`src/rtl/bcd_mult_seq_pkg.sv`:
```
// Shared definitions for the sequential BCD multiplier.
//   BCD_W      width of one packed BCD digit
//   state_t    controller states (exposed on the debug port)
//   bcd_valid  true when a 4-bit digit is a legal BCD value (0..9)
package bcd_mult_seq_pkg;

    localparam int BCD_W = 4;

    // ST_CHK is the single cycle spent on a rejected operand set before the
    // completion pulse, so an error completes one clock after acceptance.
    typedef enum logic [1:0] {
        ST_IDLE = 2'd0,
        ST_MUL  = 2'd1,
        ST_DONE = 2'd2,
        ST_CHK  = 2'd3
    } state_t;

    function automatic logic bcd_valid(input logic [BCD_W-1:0] d);
        return d <= 4'd9;
    endfunction

endpackage

```
`src/rtl/bcd_mult_seq_if.sv`:
```
// Operand/result bus of the sequential BCD multiplier.
//   start      request, sampled only while the controller is idle
//   a, b       packed BCD multiplicand (NDIG digits) and multiplier digit
//   busy       high while digits are being multiplied
//   done       one-cycle completion pulse
//   err        valid with done, held until the next accepted start
//   p          packed BCD product (NDIG+1 digits), held until the next accepted start
//   dbg_state  current controller state
// Handshake: a request is accepted on the first rising edge at which start=1
// while the controller is idle; a/b are captured on that same edge. Exactly one
// done pulse follows each accepted request; requests made while busy or done
// are dropped, not queued.
interface bcd_mult_seq_if #(parameter int NDIG = 4);
    import bcd_mult_seq_pkg::*;

    logic                    start;
    logic [4*NDIG-1:0]       a;
    logic [3:0]              b;
    logic                    busy;
    logic                    done;
    logic                    err;
    logic [4*(NDIG+1)-1:0]   p;
    state_t                  dbg_state;

    modport master (output start, a, b,
                    input  busy, done, err, p, dbg_state);
    modport slave  (input  start, a, b,
                    output busy, done, err, p, dbg_state);

endinterface

```
`src/rtl/bcd_digit_add.sv`:
```
// Adds a BCD digit and an incoming carry digit, returning one BCD digit and a
// decimal carry bit.
//   po     BCD digit (0..9)
//   cin    carry digit (0..9)
//   digit  (po + cin) mod 10
//   cout   1 when po + cin >= 10
module bcd_digit_add (
    input  logic [3:0] po,
    input  logic [3:0] cin,
    output logic [3:0] digit,
    output logic       cout
);

    logic [4:0] s;

    always_comb begin
        s     = {1'b0, po} + {1'b0, cin};
        cout  = (s >= 5'd10);
        digit = cout ? 4'(s - 5'd10) : s[3:0];
    end

endmodule

```
`src/rtl/ej5.sv`:
```
// One-digit BCD multiplier: x1 * x2 -> two BCD digits {tens, ones}.
//   x1, x2  BCD digits (0..9)
//   y       {tens, ones} of the product (0..81)
module ej5 (
    input  logic [3:0] x1,
    input  logic [3:0] x2,
    output logic [7:0] y
);

    logic [7:0] prod;

    always_comb begin
        prod = x1 * x2;
        y    = {4'(prod / 8'd10), 4'(prod % 8'd10)};
    end

endmodule

```
`src/rtl/bcd_mult_seq.sv`:
```
// Multiplies an NDIG-digit packed-BCD number by one BCD digit, one multiplicand
// digit per clock through a single shared digit multiplier, rippling a BCD
// carry between digits.
//   clk  rising-edge clock
//   rst  asynchronous active-high reset
//   bus  operand/result bus (slave side): start, a, b in; busy, done, err, p,
//        dbg_state out
module bcd_mult_seq
    import bcd_mult_seq_pkg::*;
#(
    parameter int NDIG = 4
) (
    input  logic                clk,
    input  logic                rst,
    bcd_mult_seq_if.slave       bus
);

    localparam int             IW   = $clog2(NDIG + 1);
    localparam logic [IW-1:0]  LAST = IW'(NDIG - 1);

    state_t                        state, next_state;
    logic [IW-1:0]                 idx;
    logic [NDIG-1:0][BCD_W-1:0]    a_r;
    logic [BCD_W-1:0]              b_r;
    logic [BCD_W-1:0]              carry;
    logic [NDIG:0][BCD_W-1:0]      p_r;
    logic                          busy_r, done_r, err_r;

    logic                          ops_valid;
    logic [7:0]                    dprod;
    logic [BCD_W-1:0]              sum_digit;
    logic                          sum_cout;
    logic [BCD_W-1:0]              carry_next;

    // Operand check on the live inputs; only meaningful on the accepting edge.
    always_comb begin
        ops_valid = bcd_valid(bus.b);
        for (int i = 0; i < NDIG; i++) begin
            if (!bcd_valid(bus.a[BCD_W*i +: BCD_W])) begin
                ops_valid = 1'b0;
            end
        end
    end

    ej5 u_mul (
        .x1 (a_r[idx]),
        .x2 (b_r),
        .y  (dprod)
    );

    bcd_digit_add u_add (
        .po    (dprod[3:0]),
        .cin   (carry),
        .digit (sum_digit),
        .cout  (sum_cout)
    );

    // Tens digit of x1*x2 is at most 8, plus one decimal carry: fits in 4 bits.
    assign carry_next = dprod[7:4] + {3'b000, sum_cout};

    always_comb begin
        next_state = state;
        case (state)
            ST_IDLE: if (bus.start) next_state = ops_valid ? ST_MUL : ST_CHK;
            ST_MUL:  if (idx == LAST) next_state = ST_DONE;
            ST_CHK:  next_state = ST_DONE;
            ST_DONE: next_state = ST_IDLE;
            default: next_state = ST_IDLE;
        endcase
    end

    // Status flags are registered from next_state so they line up with state.
    always_ff @(posedge clk or posedge rst) begin
        if (rst) begin
            state  <= ST_IDLE;
            busy_r <= 1'b0;
            done_r <= 1'b0;
        end else begin
            state  <= next_state;
            busy_r <= (next_state == ST_MUL);
            done_r <= (next_state == ST_DONE);
        end
    end

    always_ff @(posedge clk or posedge rst) begin
        if (rst) begin
            idx   <= '0;
            carry <= '0;
            a_r   <= '0;
            b_r   <= '0;
            p_r   <= '0;
            err_r <= 1'b0;
        end else begin
            case (state)
                ST_IDLE: begin
                    if (bus.start) begin
                        a_r   <= bus.a;
                        b_r   <= bus.b;
                        idx   <= '0;
                        carry <= '0;
                        p_r   <= '0;
                        err_r <= !ops_valid;
                    end
                end
                ST_MUL: begin
                    p_r[idx] <= sum_digit;
                    carry    <= carry_next;
                    if (idx == LAST) begin
                        p_r[NDIG] <= carry_next;
                    end else begin
                        idx <= idx + 1'b1;
                    end
                end
                default: ;
            endcase
        end
    end

    assign bus.busy      = busy_r;
    assign bus.done      = done_r;
    assign bus.err       = err_r;
    assign bus.p         = p_r;
    assign bus.dbg_state = state;

endmodule

```
`src/flat_wrapper.sv`:
```
// flat-port wrapper written by rule: the top's interface ports become plain ports
module bcd_mult_seq_flat import bcd_mult_seq_pkg::*;
#(
    parameter int NDIG = 4
)
  (clk, rst, bus_start, bus_a, bus_b, bus_busy, bus_done, bus_err, bus_p, bus_dbg_state);
  bcd_mult_seq_if #(.NDIG(NDIG)) bus_i ();
  input  logic clk;
  input  logic rst;
  input wire logic [$bits(bus_i.start)-1:0] bus_start;
  input wire logic [$bits(bus_i.a)-1:0] bus_a;
  input wire logic [$bits(bus_i.b)-1:0] bus_b;
  output wire logic [$bits(bus_i.busy)-1:0] bus_busy;
  output wire logic [$bits(bus_i.done)-1:0] bus_done;
  output wire logic [$bits(bus_i.err)-1:0] bus_err;
  output wire logic [$bits(bus_i.p)-1:0] bus_p;
  output wire logic [$bits(bus_i.dbg_state)-1:0] bus_dbg_state;
  assign bus_i.start = bus_start;
  assign bus_i.a = bus_a;
  assign bus_i.b = bus_b;
  assign bus_busy = bus_i.busy;
  assign bus_done = bus_i.done;
  assign bus_err = bus_i.err;
  assign bus_p = bus_i.p;
  assign bus_dbg_state = bus_i.dbg_state;
  bcd_mult_seq #(.NDIG(NDIG)) u_core (.clk(clk), .rst(rst), .bus(bus_i));
endmodule
```
`config.mk`:
```
export PLATFORM = sky130hd
export DESIGN_NAME = bcd_mult_seq_flat
export DESIGN_NICKNAME = d
export VERILOG_FILES = /design/src/rtl/bcd_mult_seq_pkg.sv /design/src/rtl/bcd_mult_seq_if.sv /design/src/rtl/bcd_digit_add.sv /design/src/rtl/ej5.sv /design/src/rtl/bcd_mult_seq.sv /design/src/flat_wrapper.sv
export SDC_FILE = /design/constraint.sdc
export NUM_CORES = 1
export LEC_CHECK = 0
export BUFFER_PORTS_ARGS = -buffer_cell sky130_fd_sc_hd__buf_2
export CORE_MARGIN = 4
export CORE_UTILIZATION = 55
export DETAILED_ROUTE_END_ITERATION = 7
export PLACE_DENSITY = 0.83
export SYNTH_ARGS = -nofsm -noshare
export SYNTH_HDL_FRONTEND = slang
export SYNTH_HIERARCHICAL = 1
export SYNTH_SLANG_ARGS = --single-unit
```
`constraint.sdc`:
```
create_clock -name clk -period 9.35 [get_ports clk]
set_clock_uncertainty 0.1 [all_clocks]
set_input_delay 1.4025 -clock clk [delete_from_list [all_inputs] [get_ports clk]]
set_output_delay 1.4025 -clock clk [all_outputs]
set_load 0.05 [all_outputs]
```
Word-level counts from Yosys, hierarchy flattened:

Index checks and enable logic that the tools add are counted.

* equal/unequal tests: 8
* multiply operators: 1
* multiplexer cells: 22
* add/subtract/negate cells: 4
* div/mod/pow operators: 2
* reduce and logical (&&, ||, !) cells: 7
* $lt $le $gt $ge: 9

Operators by type and width (count)
* $pmux W20 S2: 1
* $bwmux W20: 1
* $le A4 B4 Y1 const B: 5
* $mux W20: 1
* $mux W4: 5
* $demux W4 S3: 1
* $bmux W4 S2: 1
* $div A8 B4 Y8 const B: 1
* $mod A8 B4 Y8 const B: 1
* $mul A4 B4 Y8: 1
* $pmux W2 S4: 1
* $pmux W4 S2: 1
* $eq A2 B2 Y1 const B: 3
* $mux W2: 3
* $mux W3: 2
* $pmux W3 S2: 1
* $add A4 B4 Y5: 1
* $ge A5 B4 Y1 const B: 1
* $add A4 B1 Y4: 1
* $eq A2 B1 Y1 const B: 2
* $lt A3 B4 Y1 const B: 1
* $mux W1: 4
* $ne A2 B2 Y1 const B: 2
* $reduce_and A2 Y1: 2
* 10 further kinds: 10

* input bits: 23
* register bits after elaboration: 52
* word-level logic and storage cells: 69
* output and inout bits: 25

Longest topological paths before layout:

Gate-level depths: netlist of run 1.

* depth after elaboration: 10
* gate-level depth with buffers: 28
* depth with buffers taken out: 27

Cells and area by module:

Netlist of run 1, hierarchy kept.

By module, submodules not included
* bcd_mult_seq: sequential area each 1301.2 sq um, area an instance 2342.2 sq um, times used 1, cells each 174
* ej5: sequential area each 0.0 sq um, area an instance 1228.7 sq um, times used 1, cells each 155
* bcd_digit_add: sequential area each 0.0 sq um, area an instance 219.0 sq um, times used 1, cells each 24

Worst setup path before layout of run 1:

OpenSTA, ideal clock, no wires.

* path kind: register to register
* start point: reg u_core.idx[0]
* end point: reg u_core.p_r, in the netlist u_core/bus.p[17]
* setup time: 0.126 ns
* period minus slack after synthesis: 7.320 ns
* required time: 9.124 ns
* data arrival time: 7.094 ns
* cell stages (with the launch flop): 27
* path slack: 2.030 ns
* path buffers: 1
* path through: dfrtp_1 -> buf_2 -> mux4_2 -> and2_1 -> fa_1 -> fa_1 -> inv_1 -> fa_1 -> and2b_2 -> o22a_2 -> xor2_2 -> nor4_1 -> a311o_2 -> nor3_4 -> mux2i_1 -> mux2_4 -> o211ai_2 -> fa_1 -> xnor2_1 -> ha_1 -> a21oi_1 -> o32ai_2 -> inv_1 -> ha_1 -> ha_1 -> and3_1 -> a221o_1

* cells in the longest elaborated chain, start to end: 10
* elaborated cells between the ends (all ways): 19
* classes of those cells: add/sub (3); mul (1); div (2); order compare (3); eq/ne (1); mux (8); reduce/logical (1)

RTL lines
* start, declared: RTL line bcd_mult_seq.sv:22 `logic [IW-1:0] idx;`
* start signal, assigned: RTL line bcd_mult_seq.sv:111 `idx <= idx + 1'b1;`
* $bmux W4 S2 *: RTL line bcd_mult_seq.sv:46 `.x1 (a_r[idx]),`
* $mux W4 (implied by the code) *: RTL line bcd_mult_seq.sv:46
* $mul A4 B4 Y8 *: RTL line ej5.sv:13 `prod = x1 * x2;`
* $mod A8 B4 Y8 *: RTL line ej5.sv:14 `y = {4'(prod / 8'd10), 4'(prod % 8'd10)};`
* named net u_core.dprod[1]: RTL line bcd_mult_seq.sv:30 `logic [7:0] dprod;`
* $add A4 B4 Y5 *: RTL line bcd_digit_add.sv:17 `s = {1'b0, po} + {1'b0, cin};`
* $ge A5 B4 Y1 *: RTL line bcd_digit_add.sv:18 `cout = (s >= 5'd10);`
* named net u_core.sum_cout: RTL line bcd_mult_seq.sv:32 `logic sum_cout;`
* parallel branches: the longest is 2 deep, another holds $add A4 B1 Y4
* $mux W4 *: RTL line bcd_mult_seq.sv:108 `if (idx == LAST) begin`
* $pmux W20 S2 *: RTL line bcd_mult_seq.sv:94 `case (state)`
* end signal, assigned by index: RTL line bcd_mult_seq.sv:106 `p_r[idx] <= sum_digit;`
* end signal, assigned by index: RTL line bcd_mult_seq.sv:109 `p_r[NDIG] <= carry_next;`
* end, declared: RTL line bcd_mult_seq.sv:26 `logic [NDIG:0][BCD_W-1:0] p_r;`

Mark *: on every way through the listed nets, which the timed path passes. The select of a mux whose other input is x is not followed.
A chain may end at the register's enable or synchronous reset.

Final worst setup path of run 1:

Same ends and word-level chain as after synthesis.

==> results of run 1 <==
Yosys cell counts, types with 2 or more instances:
cell       instances  share of area (%)
mux2_2            21                6.2
a21o_1             4               0.79
nand3_1            4               0.53
fa_1               5                2.6
buf_6              3               0.89
and4_2             2               0.53
a21oi_1           16                2.1
o211ai_1           2               0.40
a41o_1             2               0.53
a41oi_1            2               0.46
a221o_1            3               0.79
and4bb_2           2               0.66
clkbuf_1           3               0.30
o2111ai_1          2               0.46
nand2b_1           3               0.50
ha_1              21                6.9
buf_4              3               0.59
and2_1            16                2.6
nand2_1           18                1.8
nor4_1             5               0.83
a22o_1            23                5.3
o21ai_0           15                2.0
and3_1             4               0.66
a211oi_1           3               0.59
o21bai_1           9                1.8
nor3b_2            3               0.99
dfrtp_1           52                 34
or3b_1             2               0.46
mux4_2             4                2.4
xnor2_1            6                1.4
inv_1             15                1.5
buf_2              3               0.40
a31oi_1            3               0.50
nor2b_1            3               0.50
o21a_1             2               0.40
mux2i_1            4                1.1
nor3_1             8                1.1
nor4b_1            2               0.46
nor2_1            12                1.2
cells by family (layout without fill, tap and decap cells):
kind of cell | after synthesis | count (layout) | share of synthesized area, %
flip-flops | 52 | 52 | 34.3
buffers and inverters | 28 | 71 | 3.76
XOR/XNOR | 9 | 9 | 2.77
adder cells (fa/ha/maj) | 26 | 26 | 9.57
multiplexers | 30 | 30 | 10.1
AND/OR/NAND/NOR | 97 | 97 | 15.8
AO/OA/AOI/OAI | 111 | 111 | 23.7
through the flow:
step | hold slack [ns] | worst slack (ns) | cell area [um^2]
after floorplan | 0.354 | 2.03 | 3790
after global placement | 0.383 | 1.67 | 4040
after detailed placement | 0.376 | 1.36 | 4040
after CTS | 0.406 | 1.31 | 4140
after global routing | 0.422 | 0.716 | 4140
final | 0.401 | 1.34 | 4140
per-layer routing:
layer,part of all wire [%],up-vias
met5,0,-
met4,1.7,0
met3,5.0,13
met2,49,92
met1,44,1494
li1,-,1440
path summary, 6_finish.rpt:
| check | to | slack [ns] | start |
|---|---|---|---|
| worst max-delay path | u_core/bus.p[17] | 1.34 | u_core/idx[0] |
| worst min-delay path | u_core/bus.p[12] | 0.40 | u_core/bus.p[12] |
| worst max register to register | u_core/bus.p[17] | 1.34 | u_core/idx[0] |
| worst min register to register | u_core/bus.p[12] | 0.40 | u_core/bus.p[12] |
| max in group asynchronous | u_core/idx[2] | 7.25 | rst |
| min in group asynchronous | u_core/bus.p[3] | 1.24 | rst |
registers in the layout, summed over array words and instances (netlist names):
signal and cells:
u_core/bus.p 20, u_core/a_r 16, u_core/b_r 4, u_core/carry 4, u_core/idx 3, u_core/bus.dbg_state 2, u_core/bus.busy 1, u_core/bus.done 1
u_core/bus.err 1
area by class of cell:
class / instances / area [um^2] / share of cell area [%]
Tap cell: 77 / 96.3 / 2.33
Multi-Input combinational cell: 273 / 2350 / 56.7
Sequential cell: 52 / 1300 / 31.5
Timing Repair Buffer: 48 / 243 / 5.87
Clock inverter: 3 / 23.8 / 0.575
Clock buffer: 5 / 68.8 / 1.66
Inverter: 15 / 56.3 / 1.36
worst max-delay path, cell delays in order (launching register included):
cell and delay (ns):
dfrtp_1 0.78, mux4_2 0.63, and2_1 0.20, fa_1 0.49, fa_1 0.55, inv_1 0.06, fa_1 0.48, and2b_2 0.29
o22a_2 0.22, xor2_2 0.33, nor4_1 0.09, a311o_2 0.37, nor3_4 0.31, mux2i_1 0.23, mux2_4 0.16, o211ai_2 0.10
fa_1 0.47, xnor2_1 0.27, ha_1 0.30, a21oi_1 0.11, o32ai_2 0.34, inv_1 0.09, ha_1 0.21, ha_1 0.29
and3_1 0.17, a221o_1 0.26
==> impl_metrics.env, run 1 <==
export IMPL_drive_gt1_share_pct=28.8
export IMPL_area_growth_pct=9.11
export IMPL_cp_start_kind="flip-flop"
export IMPL_synth_ff_type="dfrtp_1"
export IMPL_post_cts_resize_count=0
export IMPL_fmax_mhz=125
export IMPL_outcome="completed"
export IMPL_h_tree_depth=2
export IMPL_port_buffers=47
export IMPL_cts_sinks=52
export IMPL_grt_pass1_wl_um=14400
export IMPL_slew_violations=0
export IMPL_fp_coreArea_um2=6530
export IMPL_drc_errors=0
export IMPL_min_period_ns=8.01
export IMPL_crit_fanout=17
export IMPL_clk_pin_slew_ns=0.10
export IMPL_insertion_delay_ns=0.30
export IMPL_place_detailed_hpwl_um=6130
export IMPL_wl_per_cell_um=17.2
export IMPL_synth_area_per_cell_um2=10.7
export IMPL_maxCapViolations=0
export IMPL_antenna_found_initial=0
export IMPL_start_util_pct=58.0
export IMPL_tns_ns=0
export IMPL_grt_max_degree=53
export IMPL_dieHeight_um=91.0
export IMPL_synth_seq_cells=52
export IMPL_wl_um=8140
export IMPL_gp_congestion=0.798
export IMPL_cts_tree="yes"
export IMPL_ys_warn_count=6
export IMPL_synth_edff_count=0
export IMPL_nets=444
export IMPL_hold_violations=0
export IMPL_utilization_pct=63.3
export IMPL_cts_buffer_depth=2
export IMPL_worstHoldPathType="reg2reg"
export IMPL_grt_use_met3_pct=3.14
export IMPL_path_class="reg2reg"
export IMPL_die_w_um=91.0
export IMPL_vias=3039
export IMPL_postCtsSetupRepairBufs=0
export IMPL_whs_path_depth=1
export IMPL_antenna_left=0
export IMPL_cts_buffers=5
export IMPL_dieArea_um2=8280
export IMPL_tightest_slew_ns=1.05
export IMPL_syn_area_um2=3790
export IMPL_first_global_vias=3014
export IMPL_layout_commonest_cell="dfrtp_1"
export IMPL_setup_viol=0
export IMPL_crit_required_ns=9.44
export IMPL_layout_common_cells="52 x dfrtp_1, 47 x buf_2, 23 x a22o_1"
export IMPL_critPathCaptureType="flip-flop"
export IMPL_grt_ovfl_total=0
export IMPL_stdcell_count=473
export IMPL_vias_per_cell=6.42
export IMPL_ys_types=82
export IMPL_dpl_cell_count=465
export IMPL_slew_limit_headroom_pct=29.7
export IMPL_grt_use_met1_pct=27.8
export IMPL_rsz0062_at_grt="no"
export IMPL_grt_total_usage_pct=20.6
export IMPL_grt_util_met2_pct=34.6
export IMPL_clockRootBuffer="clkbuf_8"
export IMPL_rows=29
export IMPL_ios=48
export IMPL_ys_seq_area_share_pct=34.3
export IMPL_post_route_period_util_pct=85.7
export IMPL_n_fill_cell=512
export IMPL_drt_iter0_markers=147
export IMPL_synth_async_sr_flop_share_pct=100
export IMPL_top_usage_layer="met2"
export IMPL_postCtsHoldBufs=0
export IMPL_antennaDiodeCount=0
export IMPL_crit_arrival_ns=8.10
export IMPL_netlist_instances=353
export IMPL_syn_num_nets=402
export IMPL_ff2ff_path_depth=25
export IMPL_drt_first_pass_iters=4
Power of run 1 is left out: the tool's default activity adds up to more than one toggle a clock period on the data nets, which glitch-free logic cannot reach.
==> inputs of run 2 (changes only) <==
--- a/config.mk
+++ b/config.mk
@@ -6,10 +6,12 @@
 export NUM_CORES = 1
 export LEC_CHECK = 0
 export BUFFER_PORTS_ARGS = -buffer_cell sky130_fd_sc_hd__buf_2
+export CELL_PAD_IN_SITES_DETAIL_PLACEMENT = 0
+export CELL_PAD_IN_SITES_GLOBAL_PLACEMENT = 2
 export CORE_MARGIN = 4
-export CORE_UTILIZATION = 55
+export CORE_UTILIZATION = 38
 export DETAILED_ROUTE_END_ITERATION = 7
-export PLACE_DENSITY = 0.83
+export PLACE_DENSITY = 0.87
 export SYNTH_ARGS = -nofsm -noshare
 export SYNTH_HDL_FRONTEND = slang
 export SYNTH_HIERARCHICAL = 1
==> impl_metrics.env, run 2 (synthesized netlist as in run 1, its figures left out) <==
export IMPL_grt_total_usage_pct=15.5
export IMPL_outcome="completed"
export IMPL_crit_arrival_ns=8.07
export IMPL_postCtsHoldBufs=0
export IMPL_h_tree_depth=2
export IMPL_crit_required_ns=9.43
export IMPL_cp_start_kind="flip-flop"
export IMPL_clk_pin_slew_ns=0.09
export IMPL_post_cts_resize_count=0
export IMPL_die_w_um=108
export IMPL_postCtsSetupRepairBufs=0
export IMPL_cts_sinks=52
export IMPL_dieArea_um2=11600
export IMPL_insertion_delay_ns=0.30
export IMPL_crit_fanout=17
export IMPL_hold_violations=0
export IMPL_post_route_period_util_pct=85.4
export IMPL_worstHoldPathType="reg2reg"
export IMPL_fin_ws_ns=1.36
export IMPL_rows=36
export IMPL_slew_violations=0
export IMPL_setup_viol=0
export IMPL_antenna_left=0
export IMPL_drc_errors=0
export IMPL_vias=2969
export IMPL_wl_um=8430
export IMPL_tightest_slew_ns=1.09
export IMPL_nets=444
export IMPL_n_fill_cell=957
export IMPL_vias_per_cell=5.61
export IMPL_wl_per_cell_um=15.9
export IMPL_grt_ovfl_total=0
export IMPL_grt_max_degree=53
export IMPL_cts_buffers=5
export IMPL_largest_reg_flops=20
export IMPL_dp_slack_ns=1.38
export IMPL_area_growth_pct=11.9
export IMPL_cp_slowest_cell="dfrtp_1"
export IMPL_path_class="reg2reg"
export IMPL_slew_limit_headroom_pct=27.6
export IMPL_cp_slowest_stage_delay_ns=0.76
export IMPL_clockRootBuffer="clkbuf_8"
export IMPL_dieHeight_um=108
export IMPL_drt_first_pass_iters=4
export IMPL_gp_congestion=0.852
export IMPL_port_buffers=47
export IMPL_min_period_ns=7.99
export IMPL_grt_pass1_wl_um=14800
export IMPL_start_util_pct=39.0
export IMPL_drt_iter0_markers=95
export IMPL_antenna_found_initial=0
export IMPL_maxCapViolations=0
export IMPL_crit_top_cell="fa_1"
export IMPL_drive_gt1_share_pct=28.8
export IMPL_antennaDiodeCount=0
export IMPL_layout_commonest_cell="dfrtp_1"
export IMPL_critPathCaptureType="flip-flop"
export IMPL_first_global_vias=3011
export IMPL_rsz0062_at_grt="no"
export IMPL_fp_coreArea_um2=9730
export IMPL_cts_tree="yes"
export IMPL_place_detailed_hpwl_um=6410
export IMPL_ios=48
export IMPL_cts_buffer_depth=2
export IMPL_fmax_mhz=125
export IMPL_tns_ns=0
export IMPL_layout_common_cells="52 x dfrtp_1, 47 x buf_2, 23 x a22o_1"
-- run 2: cell count changes in the layout (fill, tap and decap cells not counted), sizes merged --
| cell | change |
|---|---|
| clkinv | -1 |
| clkbuf | +2 |
| clkinvlp | -2 |
| bufinv | +1 |
-- run 2: worst max-delay path, delay by kind of cell (launching register included) --
family | cells | cell delay, ns
xor gates and xnor gates | 2 | 0.66
and+or+nand+nor | 5 | 1.03
muxes | 3 | 1.02
adders and majority gates | 7 | 2.77
DFF | 1 | 0.76
buffers and inverters | 2 | 0.15
AOI/OAI and AO/OA | 6 | 1.38
-- run 2: routing by layer --
metal | global-route usage (%) | part of all wire, % | vias up
li1 | - | - | 1431
met4 | 4.42 | 1.4 | 0
met1 | 21.7 | 48 | 1465
met5 | 0 | 0 | -
met3 | 1.56 | 2.6 | 10
met2 | 25.4 | 48 | 63
-- run 2: final timing paths --
| check | from | end | slack (ns) | cells past startpoint |
|---|---|---|---|---|
| max in group asynchronous | rst | u_core/carry[1] | 7.22 | 2 |
| min in group asynchronous | rst | u_core/a_r[8] | 1.27 | 2 |
| min | u_core/bus.p[11] | u_core/bus.p[11] | 0.40 | 1 |
| min reg2reg | u_core/bus.p[11] | u_core/bus.p[11] | 0.40 | 1 |
| max | u_core/idx[0] | u_core/bus.p[17] | 1.36 | 25 |
| max reg2reg | u_core/idx[0] | u_core/bus.p[17] | 1.36 | 25 |
-- run 2: final cells by class --
cell class | count | area [um^2] | share of cell area [%]
clock buffer | 7 | 96.3 | 2.27
clock inverter | 1 | 30.0 | 0.708
inverter | 15 | 56.3 | 1.33
multi-input combinational | 273 | 2350 | 55.3
sequential | 52 | 1300 | 30.7
tap | 133 | 166 | 3.93
timing repair buffer | 48 | 243 | 5.73
-- run 2: per-stage QoR --
stage	hold WS, ns	instances	utilization (%)	cell area, um^2
6_report	0.397	529	43.6	4240
3_5_place_dp	0.380	521	42.3	4110
4_1_cts	0.406	529	43.6	4240
5_1_grt	0.418	529	43.6	4240
3_3_place_gp	0.383	521	42.3	4110
2_1_floorplan	0.354	353	-	3790
Power of run 2 is left out for the same reason.
